--- src/rtl/led_pkg.sv ---
// Shared definitions for the LED step controller and the pattern sequencer.
package led_pkg;

    typedef enum logic [0:0] {
        ST_RUN   = 1'b0,
        ST_PAUSE = 1'b1
    } state_t;

    localparam int SPEED_W            = 2;
    localparam int DIV_W              = 24;
    localparam int DIV_BASE_DEFAULT   = 12_500_000;
    localparam int DEB_CYCLES_DEFAULT = 1_000_000;

endpackage

--- src/rtl/btn_debounce.sv ---
// Raw button conditioning: 2-FF synchroniser, debounce counter, and a
// one-cycle pulse on each accepted 0->1 transition of the debounced level.
module btn_debounce #(
    parameter int DEB_CYCLES = 1_000_000
) (
    input  logic clk,
    input  logic rst,
    input  logic btn_raw,
    output logic press
);

    localparam int               CNT_W    = (DEB_CYCLES > 1) ? $clog2(DEB_CYCLES) : 1;
    localparam logic [CNT_W-1:0] CNT_LAST = CNT_W'(DEB_CYCLES - 1);

    logic             sync1_q, sync1_d;
    logic             sync2_q, sync2_d;
    logic [CNT_W-1:0] cnt_q, cnt_d;
    logic             level_q, level_d;
    logic             level_prev_q, level_prev_d;
    logic             press_q, press_d;

    // The counter tracks how long the synchronised sample has disagreed with
    // the accepted level; any agreeing sample restarts the qualification.
    always_comb begin
        sync1_d      = btn_raw;
        sync2_d      = sync1_q;
        level_d      = level_q;
        cnt_d        = '0;
        if (sync2_q != level_q) begin
            if (cnt_q == CNT_LAST) begin
                level_d = sync2_q;
            end else begin
                cnt_d = cnt_q + CNT_W'(1);
            end
        end
        level_prev_d = level_q;
        press_d      = level_q & ~level_prev_q;
    end

    always_ff @(posedge clk or posedge rst) begin
        if (rst) begin
            sync1_q      <= 1'b0;
            sync2_q      <= 1'b0;
            cnt_q        <= '0;
            level_q      <= 1'b0;
            level_prev_q <= 1'b0;
            press_q      <= 1'b0;
        end else begin
            sync1_q      <= sync1_d;
            sync2_q      <= sync2_d;
            cnt_q        <= cnt_d;
            level_q      <= level_d;
            level_prev_q <= level_prev_d;
            press_q      <= press_d;
        end
    end

    assign press = press_q;

endmodule

--- src/rtl/led_step_ctrl.sv ---
// Step-rate controller: debounced speed/pause buttons, run/pause FSM and a
// programmable divider producing a one-cycle step enable for the sequencer.
module led_step_ctrl #(
    parameter int DIV_BASE   = led_pkg::DIV_BASE_DEFAULT,
    parameter int DEB_CYCLES = led_pkg::DEB_CYCLES_DEFAULT,
    parameter int DIV_W      = led_pkg::DIV_W
) (
    input  logic                        clk,
    input  logic                        rst,
    input  logic                        btn_speed,
    input  logic                        btn_pause,
    output logic                        step,
    output logic [led_pkg::SPEED_W-1:0] speed,
    output logic                        running
);

    localparam int               SPEED_W = led_pkg::SPEED_W;
    localparam logic [DIV_W-1:0] BASE    = DIV_W'(DIV_BASE);

    logic speed_press;
    logic pause_press;

    logic [SPEED_W-1:0] speed_q, speed_d;
    led_pkg::state_t    state_q, state_d;
    logic [DIV_W-1:0]   count_q, count_d;
    logic               step_q, step_d;
    logic [DIV_W-1:0]   period_last;

    btn_debounce #(.DEB_CYCLES(DEB_CYCLES)) u_speed_deb (
        .clk     (clk),
        .rst     (rst),
        .btn_raw (btn_speed),
        .press   (speed_press)
    );

    btn_debounce #(.DEB_CYCLES(DEB_CYCLES)) u_pause_deb (
        .clk     (clk),
        .rst     (rst),
        .btn_raw (btn_pause),
        .press   (pause_press)
    );

    assign period_last = (BASE >> speed_q) - DIV_W'(1);

    // A speed press restarts the divider so the new rate starts cleanly,
    // and it takes priority over the terminal-count strobe.
    always_comb begin
        speed_d = speed_q;
        state_d = state_q;
        count_d = count_q;
        step_d  = 1'b0;
        if (pause_press) begin
            if (state_q == led_pkg::ST_RUN) begin
                state_d = led_pkg::ST_PAUSE;
            end else begin
                state_d = led_pkg::ST_RUN;
            end
        end
        if (speed_press) begin
            speed_d = speed_q + SPEED_W'(1);
            count_d = '0;
        end else if (state_q == led_pkg::ST_RUN) begin
            if (count_q == period_last) begin
                count_d = '0;
                step_d  = 1'b1;
            end else begin
                count_d = count_q + DIV_W'(1);
            end
        end
    end

    always_ff @(posedge clk or posedge rst) begin
        if (rst) begin
            speed_q <= '0;
            state_q <= led_pkg::ST_RUN;
            count_q <= '0;
            step_q  <= 1'b0;
        end else begin
            speed_q <= speed_d;
            state_q <= state_d;
            count_q <= count_d;
            step_q  <= step_d;
        end
    end

    assign step    = step_q;
    assign speed   = speed_q;
    assign running = (state_q == led_pkg::ST_RUN);

endmodule

--- config.mk ---
export PLATFORM = sky130hd
export DESIGN_NAME = led_step_ctrl
export DESIGN_NICKNAME = d
export VERILOG_FILES = /design/src/rtl/led_pkg.sv /design/src/rtl/btn_debounce.sv /design/src/rtl/led_step_ctrl.sv
export SDC_FILE = /design/constraint.sdc
export NUM_CORES = 1
export LEC_CHECK = 0
export ABC_AREA = 1
export CAP_MARGIN = 25
export CORE_MARGIN = 3
export CORE_UTILIZATION = 40
export CTS_CLUSTER_SIZE = 20
export DETAILED_ROUTE_END_ITERATION = 10
export HOLD_SLACK_MARGIN = 0.08
export SLEW_MARGIN = 25
export SYNTH_ARGS = -nofsm -noshare
export SYNTH_HDL_FRONTEND = slang
export SYNTH_SLANG_ARGS = --single-unit
--- constraint.sdc ---
create_clock -name clk -period 5.18 [get_ports clk]
set_clock_uncertainty 0.1 [all_clocks]
set_input_delay 1.036 -clock clk [delete_from_list [all_inputs] [get_ports clk]]
set_output_delay 1.036 -clock clk [all_outputs]
set_load 0.02 [all_outputs]
==> flow_metrics.py <==
metrics = {
    "setup_path": {
        "path_class": "reg -> out",
        "r2r_setup_slack_ns": 2.57,
        "critPathMaxFanout": 9,
        "crit_path_max_incr_delay_ns": 0.67,
        "reg2reg_depth": 11,
        "crit_cells": 1,
        "crit_end": "speed[0]",
        "crit_chain": "clkdlybuf4s50_1",
        "slowest_stage": "clkdlybuf4s50_1",
        "arrival_ns": 1.53,
        "crit_path_end_kind": "output pin",
        "r2r-start": "speed[0]$_DFFE_PP0P_",
        "start_kind": "flop",
        "startpoint": "speed[0]$_DFFE_PP0P_",
        "path_delay_family": "buffers and inverters",
        "crit_required_ns": 4.04,
        "path_buf_inv": 1,
        "r2r_end": "count_q[18]$_DFFE_PP0P_",
    },
    "worst_hold_path": {
        "worstHoldPathType": "reg -> reg",
    },
    "sta": {
        "setup_violations": 0,
        "tns_ns": 0,
        "fin_crit_sh_pct": 51.4,
        "fmax_mhz": 375,
        "hold_violations": 0,
        "timing.final.crit_period_ns": 2.66,
        "tightest_slew_ns": 0.665,
        "max_slew_margin_pct": 55.7,
        "fin_hold_ws_ns": 0.249,
        "rsz0062_at_grt": "no",
        "slew_viol_final": 0,
    },
    "power": {
        "p_clk_share_pct": 50.9,
        "power_density_nw_per_um2": 260,
        "power_mw": 1.32,
        "vdd_drop_max_mv": 0.195,
        "combPwrFrac_pct": 2.3,
        "switching_share_pct": 21.0,
        "p_leak_nw": 2.43,
        "switchingPower_mw": 0.277,
        "seqPwrFrac_pct": 46.8,
        "internal_power_mw": 1.04,
    },
    "die": {
        "die_x_um": 112,
        "die_area_um2": 12600,
        "die_h_um": 112,
        "start_util_pct": 41.5,
        "core_area_um2": 10900,
        "row_count": 38,
        "io_pins": 8,
    },
    "global_route": {
        "grt_usage_pct": 16.5,
        "first_global_vias": 3747,
        "grt_pass1_wl_mm": 17.3,
        "grt_max_degree": 55,
        "antenna_found_initial": 0,
        "grt-ovfl-total": 0,
    },
    "placement": {
        "dpl_cell_area_um2": 4770,
        "place_congestion": 0.861,
        "numPortBuffers": 7,
        "placedCellCount": 762,
        "place_hpwl_mm": 6.82,
    },
    "logic_synthesis": {
        "yosysWarningCount": 0,
        "syn_area_um2": 4530,
        "synth_cells": 619,
        "avgSynthCellArea_um2": 7.33,
        "synth-seq-cells": 78,
        "yosysSeqAreaShare_pct": 43.0,
        "synth_cell_types": 32,
        "syn-num-nets": 636,
    },
    "final_layout": {
        "layout_commonest_cell": "nand2_1",
        "fill_cells": 1127,
        "stdcell_count": 777,
        "final_cell_area_um2": 5080,
        "drive_gt1_share_pct": 5.81,
        "layout.nets": 650,
        "area.growth.synth_to_final_pct": 12.1,
        "final_cell_mix": "177 x nand2_1, 99 x nor2_1, 78 x dfrtp_1",
        "antennaDiodeCount": 0,
    },
    "route": {
        "wl_mm": 9.54,
        "viasPerCell": 4.89,
        "num_vias": 3803,
        "dr.pass1.iters": 4,
        "drc": 0,
        "drt.antenna.violating_nets": 0,
        "wire_per_inst_um": 12.3,
        "drt-initial-drc-count": 215,
    },
    "cts": {
        "cts_root_buf": "clkbuf_16",
        "numClockSinks": 78,
        "cts_tree": "yes",
        "clk_pin_slew_ns": 0.06,
        "clockBufferDepth": 2,
        "cts_buffers": 9,
        "clock_latency_ns": 0.34,
        "hold_buffers": 0,
        "ctsResizeCount": 0,
        "cts_max_level": 3,
        "postCtsSetupBuffers": 0,
    },
    "run_status": {
        "status": "finished clean",
    },
    "flow_run": {
        "maxCapViolations": 0,
    },
}
## worst min-delay path by stage
stage / cells past startpoint / endpoint / slack, ns / start
global route: 0 / u_speed_deb.sync2_q$_DFF_PP0_ / 0.26 / u_speed_deb.sync1_q$_DFF_PP0_
detailed placement: 0 / u_speed_deb.sync2_q$_DFF_PP0_ / 0.24 / u_speed_deb.sync1_q$_DFF_PP0_
finish: 0 / u_speed_deb.sync2_q$_DFF_PP0_ / 0.25 / u_speed_deb.sync1_q$_DFF_PP0_
global placement: 0 / u_speed_deb.sync2_q$_DFF_PP0_ / 0.23 / u_speed_deb.sync1_q$_DFF_PP0_
floorplan: 0 / u_pause_deb.sync2_q$_DFF_PP0_ / 0.23 / u_pause_deb.sync1_q$_DFF_PP0_
CTS: 0 / u_speed_deb.sync2_q$_DFF_PP0_ / 0.25 / u_speed_deb.sync1_q$_DFF_PP0_
## power groups by stage
stage          sequential (mW)  clock [mW]  combinational (mW)
2_1_floorplan            0.629           0              0.0219
3_3_place_gp             0.629           0              0.0310
3_5_place_dp             0.629           0              0.0318
4_1_cts                  0.618       0.689              0.0319
5_1_grt                  0.619       0.719              0.0362
6_report                 0.618       0.672              0.0304
## state kept, by name, summed over array words and instances (netlist names)
register / cells
u_pause_deb.sync2_q: 1
state_q: 1
u_pause_deb.sync1_q: 1
speed: 2
u_speed_deb.sync1_q: 1
u_speed_deb.level_prev_q: 1
u_pause_deb.press: 1
u_speed_deb.press: 1
u_pause_deb.level_prev_q: 1
u_speed_deb.cnt_q: 20
step: 1
u_pause_deb.level_prev_d: 1
count_q: 24
u_speed_deb.sync2_q: 1
u_speed_deb.level_prev_d: 1
u_pause_deb.cnt_q: 20
## layout make-up
| type | instances | area, um^2 | area share, % |
|---|---|---|---|
| clock buffer | 10 | 229 | 4.50 |
| clock inverter | 5 | 83.8 | 1.65 |
| inverter | 77 | 292 | 5.73 |
| multi-input combinational | 457 | 2260 | 44.4 |
| sequential | 78 | 1950 | 38.4 |
| tap | 140 | 175 | 3.45 |
| timing repair buffer | 10 | 92.6 | 1.82 |
## per-stage QoR
stage | worst slack (ns) | util [%]
2_1_floorplan | 2.05 | -
3_3_place_gp | 2.59 | 43.6
3_5_place_dp | 2.56 | 43.6
4_1_cts | 2.50 | 46.5
5_1_grt | 2.22 | 46.5
6_report | 2.52 | 46.5
## cell families after synthesis
family                   after synthesis  share of synthesized area [%]
XOR/XNOR                              31                           5.99
flip-flops                            78                           43.0
buffers and inverters                 84                           7.12
AO/OA/AOI/OAI                         32                           3.78
AND/OR/NAND/NOR                      381                           36.5
adder cells (fa/ha/maj)               13                           3.59
## synthesized netlist by cell type, drive strengths merged
master	count	share of area (%)
nor3	26	3.3
buf	4	0.50
nor3b	1	0.17
nand4	12	1.7
o21ai	9	0.99
nand3	52	6.0
dfrtp	78	43
or2	1	0.14
o21a	2	0.33
nor4	2	0.28
clkbuf	3	0.25
inv	77	6.4
nand2	180	15
ha	13	3.6
a21oi	18	2.0
xor2	24	4.6
a41oi	1	0.19
and3	1	0.14
nor2	106	9.6
a31oi	2	0.28
xnor2	7	1.4
## layer usage
metal / up-vias / part of all wire [%] / wire (um) / track usage [%]
met4: 0 / 2.1 / 205 / 5.29
li1: 1974 / - / - / -
met1: 1765 / 48 / 4540 / 21.6
met2: 47 / 47 / 4520 / 27.5
met3: 17 / 2.9 / 273 / 3.29
met5: - / 0 / 0 / 0
(Power assumes the default switching activity.)
